### src/rtl/datapath_param.sv
// Parametrised datapath: register file, ALU and LIFO stack behind a valid/ready
// command port, sequenced IDLE -> EXEC -> WB with a registered one-cycle response.
module datapath_param #(
    parameter int WIDTH = 8,
    parameter int NREGS = 4,
    parameter int DEPTH = 8
) (
    input  logic                         clk,
    input  logic                         rst,
    input  logic                         cmd_valid,
    output logic                         cmd_ready,
    input  logic [2:0]                   cmd_op,
    input  logic [3:0]                   cmd_alu,
    input  logic [$clog2(NREGS)-1:0]     cmd_rd,
    input  logic [$clog2(NREGS)-1:0]     cmd_rs1,
    input  logic [$clog2(NREGS)-1:0]     cmd_rs2,
    input  logic [WIDTH-1:0]             cmd_imm,
    output logic                         rsp_valid,
    output logic [WIDTH-1:0]             rsp_data,
    output logic                         rsp_err,
    output logic                         flag_carry,
    output logic                         flag_zero,
    output logic                         stack_full,
    output logic                         stack_empty,
    output logic [$clog2(DEPTH+1)-1:0]   stack_count,
    output logic [WIDTH-1:0]             dbg_a,
    output logic [WIDTH-1:0]             dbg_b
);
    localparam int RW = $clog2(NREGS);
    localparam int CW = $clog2(DEPTH + 1);
    localparam int AW = $clog2(DEPTH);
    localparam logic [CW-1:0] FULL_COUNT = CW'(DEPTH);

    localparam logic [2:0] OP_NOP  = 3'd0;
    localparam logic [2:0] OP_LOAD = 3'd1;
    localparam logic [2:0] OP_ALU  = 3'd2;
    localparam logic [2:0] OP_PUSH = 3'd3;
    localparam logic [2:0] OP_POP  = 3'd4;

    typedef enum logic [1:0] {IDLE, EXEC, WB} state_t;
    state_t state_reg, state_next;

    logic [WIDTH-1:0] regs      [NREGS];
    logic [WIDTH-1:0] stack_mem [DEPTH];
    logic [CW-1:0]    count_reg;

    logic [2:0]       op_reg;
    logic [3:0]       alu_reg;
    logic [RW-1:0]    rd_reg, rs1_reg, rs2_reg;
    logic [WIDTH-1:0] imm_reg;
    logic [WIDTH-1:0] result_reg;
    logic             carry_reg, err_reg;
    logic             flag_carry_reg, flag_zero_reg;
    logic             rsp_valid_reg, rsp_err_reg;
    logic [WIDTH-1:0] rsp_data_reg;

    logic             accept;
    logic [WIDTH-1:0] op_a, op_b, stack_top;
    logic [CW-1:0]    top_count;
    logic [WIDTH:0]   alu_wide;
    logic             alu_bad;
    logic [WIDTH-1:0] exec_result;
    logic             exec_carry, exec_err;

    assign cmd_ready = (state_reg == IDLE) && !rst;
    assign accept    = cmd_valid && cmd_ready;
    assign op_a      = regs[rs1_reg];
    assign op_b      = regs[rs2_reg];
    assign top_count = count_reg - CW'(1);
    assign stack_top = stack_mem[top_count[AW-1:0]];

    always_ff @(posedge clk) begin
        if (rst) state_reg <= IDLE;
        else     state_reg <= state_next;
    end

    always_comb begin
        state_next = state_reg;
        case (state_reg)
            IDLE:    if (accept) state_next = EXEC;
            EXEC:    state_next = WB;
            WB:      state_next = IDLE;
            default: state_next = IDLE;
        endcase
    end

    // Bit WIDTH of alu_wide carries the carry/borrow out of each function.
    always_comb begin
        alu_wide = '0;
        alu_bad  = 1'b0;
        case (alu_reg)
            4'd0:    alu_wide = {1'b0, op_a} + {1'b0, op_b};
            4'd1:    alu_wide = {1'b0, op_a} - {1'b0, op_b};
            4'd2:    alu_wide = {1'b0, op_a & op_b};
            4'd3:    alu_wide = {1'b0, op_a | op_b};
            4'd4:    alu_wide = {1'b0, op_a ^ op_b};
            4'd5:    alu_wide = {1'b0, ~op_a};
            4'd6:    alu_wide = {op_a, 1'b0};
            4'd7:    alu_wide = {op_a[0], 1'b0, op_a[WIDTH-1:1]};
            4'd8:    alu_wide = {1'b0, op_a};
            4'd9:    alu_wide = {1'b0, op_a} + (WIDTH+1)'(1);
            4'd10:   alu_wide = {1'b0, op_a} - (WIDTH+1)'(1);
            default: alu_bad  = 1'b1;
        endcase
    end

    always_comb begin
        exec_result = '0;
        exec_carry  = 1'b0;
        exec_err    = 1'b0;
        case (op_reg)
            OP_NOP:  exec_result = '0;
            OP_LOAD: exec_result = imm_reg;
            OP_ALU: begin
                exec_err    = alu_bad;
                exec_result = alu_wide[WIDTH-1:0];
                exec_carry  = alu_wide[WIDTH];
            end
            OP_PUSH: begin
                exec_err    = (count_reg == FULL_COUNT);
                exec_result = op_a;
            end
            OP_POP: begin
                exec_err    = (count_reg == '0);
                exec_result = stack_top;
            end
            default: exec_err = 1'b1;
        endcase
        if (exec_err) exec_result = '0;
    end

    always_ff @(posedge clk) begin
        if (rst) begin
            op_reg     <= OP_NOP;
            alu_reg    <= '0;
            rd_reg     <= '0;
            rs1_reg    <= '0;
            rs2_reg    <= '0;
            imm_reg    <= '0;
            result_reg <= '0;
            carry_reg  <= 1'b0;
            err_reg    <= 1'b0;
        end else if (accept) begin
            op_reg  <= cmd_op;
            alu_reg <= cmd_alu;
            rd_reg  <= cmd_rd;
            rs1_reg <= cmd_rs1;
            rs2_reg <= cmd_rs2;
            imm_reg <= cmd_imm;
        end else if (state_reg == EXEC) begin
            result_reg <= exec_result;
            carry_reg  <= exec_carry;
            err_reg    <= exec_err;
        end
    end

    // All architectural state commits only in WB, and only for a command without error.
    always_ff @(posedge clk) begin
        if (rst) begin
            for (int i = 0; i < NREGS; i++) regs[i] <= '0;
            for (int i = 0; i < DEPTH; i++) stack_mem[i] <= '0;
            count_reg      <= '0;
            flag_carry_reg <= 1'b0;
            flag_zero_reg  <= 1'b0;
            rsp_valid_reg  <= 1'b0;
            rsp_err_reg    <= 1'b0;
            rsp_data_reg   <= '0;
        end else begin
            rsp_valid_reg <= (state_reg == WB);
            if (state_reg == WB) begin
                rsp_err_reg  <= err_reg;
                rsp_data_reg <= result_reg;
                if (!err_reg) begin
                    case (op_reg)
                        OP_LOAD: regs[rd_reg] <= result_reg;
                        OP_ALU: begin
                            regs[rd_reg]   <= result_reg;
                            flag_carry_reg <= carry_reg;
                            flag_zero_reg  <= (result_reg == '0);
                        end
                        OP_PUSH: begin
                            stack_mem[count_reg[AW-1:0]] <= result_reg;
                            count_reg <= count_reg + CW'(1);
                        end
                        OP_POP: begin
                            regs[rd_reg] <= result_reg;
                            count_reg    <= count_reg - CW'(1);
                        end
                        default: ;
                    endcase
                end
            end
        end
    end

    assign rsp_valid   = rsp_valid_reg;
    assign rsp_err     = rsp_err_reg;
    assign rsp_data    = rsp_data_reg;
    assign flag_carry  = flag_carry_reg;
    assign flag_zero   = flag_zero_reg;
    assign stack_count = count_reg;
    assign stack_full  = (count_reg == FULL_COUNT);
    assign stack_empty = (count_reg == '0);
    assign dbg_a       = regs[cmd_rs1];
    assign dbg_b       = regs[cmd_rs2];
endmodule

### config.mk
export PLATFORM = sky130hd
export DESIGN_NAME = datapath_param
export DESIGN_NICKNAME = d
export VERILOG_FILES = /design/src/rtl/datapath_param.sv
export SDC_FILE = /design/constraint.sdc
export NUM_CORES = 1
export LEC_CHECK = 0
export BUFFER_PORTS_ARGS = -buffer_cell sky130_fd_sc_hd__buf_2
export CAP_MARGIN = 0
export CORE_AREA = 2 2 176 178
export CTS_CLUSTER_SIZE = 14
export DETAILED_ROUTE_END_ITERATION = 12
export DIE_AREA = 0 0 178 180
export HOLD_SLACK_MARGIN = 0.06
export PLACE_DENSITY_LB_ADDON = 0.15
export SLEW_MARGIN = 30
export SYNTH_ARGS = -nofsm -noshare
export SYNTH_HDL_FRONTEND = slang
export SYNTH_SLANG_ARGS = --single-unit
export TNS_END_PERCENT = 5
### constraint.sdc
create_clock -name clk -period 5.4 [get_ports clk]
set_clock_uncertainty 0.1 [all_clocks]
set_input_delay 0.27 -clock clk [delete_from_list [all_inputs] [get_ports clk]]
set_output_delay 0.27 -clock clk [all_outputs]
set_load 0.05 [all_outputs]
==> out/metrics.yaml <==
status:
  run_status: "finished clean"
timing:
  count_of_final_max_slew_check_failures: 0
  worstMarginPinSlew_ps: 867
  final_critical_path_setup_slack_ps: 1710
  period_needed_ps: 3690
  worst_max_slew_margin_expressed_relative_to_the_limit: 0.421
  setup_violations: 0
  final_hold_viol_count: 0
  rsz0062_at_grt: "false"
  finalSetupTns_ps: 0
  timing.fmax_mhz: 271
  finalCritPeriodShare: 0.683
clock_network:
  clockBufferDepth: 2
  clk_pin_slew_ps: 70
  cts_made_buffers: 17
  h_tree_lvls: 4
  cts_num_sinks: 149
  insertion_delay_ps: 440
  cts-root-buf: "sky130_fd_sc_hd__clkbuf_16"
  post_cts_resized: 0
  clock_tree_from_tritoncts: "done"
synthesis:
  asyncSetResetFlopFracSynth: 0
  syn-instance-count: 780
  synth-main-ff-cell: "sky130_fd_sc_hd__edfxtp_1"
  postSynthRegisterBits: 149
  synth-seq-area-share: 0.458
  synth.net_count: 832
  synth.yosys.warnings: 0
  syn-mean-instance-area_sq_um: 11.0
  synth_cell_types: 70
  synth_edf_count: 96
  netlist_area_sq_um: 8610
layout:
  final_core_util: 0.332
  syn2layout_area_growth_pct: 16.3
  register_with_the_most_flip_flops: "stack_mem"
  drive_above_1_share: 0.204
  fill_cells: 3060
  insertedDiodeCount: 0
  largest_register_ffs: 64
  nNetsFinal: 881
  biggest_registers_after_layout: "stack_mem (64), regs (32)"
hold_path:
  worst_hold_path_type: "primary input to flop"
floorplan:
  die_area_sq_um: 32000
  die-width_um: 178
  core_sq_um: 30200
  die-height_um: 180
  io_pins: 59
  starting_utilization_of_the_core_area: 0.285
  num_rows: 64
drt:
  detail_route.wirelength_um: 26400
  vias_per_cell: 5.08
  remaining_drc_errors: 0
  detailedRoute.firstPassIterationCount: 5
  route.vias.total: 6292
  ant_nets: 0
  drt_first_iter_violations: 555
  wire_per_inst_um: 21.3
global_route:
  antenna_found_initial: 0
  grt_start_max_net_pins: 62
  grt_pass1_wl_um: 40600
  first_global_vias: 6289
  global_route_total_usage_across_every_layer: 0.170
  grt.overflow.total: 0
setup_path:
  worstPathArrival_ps: 3910
  critical_path.max_fanout: 8
  worst_ep_required_time_ps: 5630
  start_kind: "flop"
  worstSetupEndpointType: "flop"
  critical_path_class: "flop to flop"
power:
  vdd_ir_drop_max_uv: 204
  power_density_nw_per_um2: 298
  power.total_mw: 2.98
  static-leakage-power_nw: 3.61
placed_design:
  dp_hpwl_um: 18400
  port_buffers: 58
  place.gp.congestion: 0.834
  pre_cts_ws_ps: 1720
job:
  number_of_violations_of_the_max_capacitance_limit: 0
-- cells in the mapped netlist (all sizes together) (11+ instances only) --
master / n / area (sq um)
nor2: 41 / 166
nand2: 90 / 338
dfxtp: 53 / 1060
o21ai: 11 / 55.1
or2: 12 / 75.1
o22ai: 12 / 75.1
mux4: 47 / 1060
clkbuf: 32 / 120
mux2i: 12 / 120
nor3: 12 / 80.1
a21oi: 58 / 290
buf: 20 / 128
edfxtp: 96 / 2880
ha: 27 / 338
xnor2: 16 / 140
inv: 26 / 97.6
and2: 96 / 601
-- timing repair --
action,4_1_cts,5_1_grt
buffers inserted,0,0
hold buffers,17,0
endpoints found under the hold margin,17,0
-- layout make-up --
class / count / area, sq um / share of cell area
inverters: 26 / 97.6 / 0.00975
flip-flops and latches: 149 / 3940 / 0.394
clock buffers: 17 / 425 / 0.0425
repair buffers: 82 / 513 / 0.0512
multi-input cells: 553 / 4330 / 0.432
well taps: 396 / 495 / 0.0495
clock inverters: 15 / 211 / 0.0211
-- metrics by stage --
stage          cell area [sq um]  hold WS (ps)  cells
2_1_floorplan               8610           306    780
3_3_place_gp                9210           344   1189
3_5_place_dp                9210           346   1189
4_1_cts                    10000           141   1238
5_1_grt                    10000           162   1238
6_report                   10000           147   1238
-- cell usage in the layout, fill, tap and decap left out, types with 17 or more instances in the layout --
| cell type | count |
|---|---|
| sky130_fd_sc_hd__ha_1 | 27 |
| sky130_fd_sc_hd__mux4_2 | 47 |
| sky130_fd_sc_hd__a21oi_1 | 58 |
| sky130_fd_sc_hd__clkbuf_16 | 17 |
| sky130_fd_sc_hd__nor2_1 | 38 |
| sky130_fd_sc_hd__buf_2 | 58 |
| sky130_fd_sc_hd__edfxtp_1 | 96 |
| sky130_fd_sc_hd__dlygate4sd3_1 | 17 |
| sky130_fd_sc_hd__inv_1 | 26 |
| sky130_fd_sc_hd__and2_1 | 96 |
| sky130_fd_sc_hd__dfxtp_1 | 53 |
| sky130_fd_sc_hd__nand2_1 | 89 |
-- per-layer routing --
| metal | track usage | wire [um] |
|---|---|---|
| met1 | 0.241 | 12600 |
| met2 | 0.269 | 12600 |
| met3 | 0.0243 | 765 |
| met4 | 0.0498 | 449 |
| met5 | 0 | 0 |
-- where the power goes --
part / total (mW) / internal [mW] / switching, mW
clock: 1.29 / 0.712 / 0.578
sequential: 1.27 / 1.24 / 0.0305
combinational: 0.419 / 0.162 / 0.257
-- path summary, 6_finish.rpt --
kind | slack (ps) | to | cells past startpoint | from
max | 1710 | result_reg[5] | 13 | flop
min reg2reg | 360 | flag_zero | 2 | flag_zero
max reg2reg | 1710 | result_reg[5] | 13 | flop
min | 150 | rs2_reg[1] | 3 | cmd_rs2[1]
-- kinds of logic after synthesis --
group	after synthesis	share of synthesized area
and+or+nand+nor	299	0.187
DFF	149	0.458
AOI/OAI and AO/OA	146	0.115
buffers and inverters	78	0.0401
muxes	61	0.139
adders and majority gates	28	0.0415
xor gates and xnor gates	19	0.0193
-- worst max-delay path: stages, from the launching register on --
cell and delay (ps):
sky130_fd_sc_hd__dfxtp_1 640, sky130_fd_sc_hd__mux4_2 610, sky130_fd_sc_hd__inv_1 120, sky130_fd_sc_hd__ha_1 190
sky130_fd_sc_hd__nand2b_1 110, sky130_fd_sc_hd__nor2_1 130, sky130_fd_sc_hd__xnor2_1 130, sky130_fd_sc_hd__o22ai_1 130
sky130_fd_sc_hd__ha_1 430, sky130_fd_sc_hd__nor2_1 60, sky130_fd_sc_hd__o311a_1 360, sky130_fd_sc_hd__xnor2_1 140
sky130_fd_sc_hd__a211oi_1 100, sky130_fd_sc_hd__a2111oi_2 330
Power figures use the tool's default switching activity.
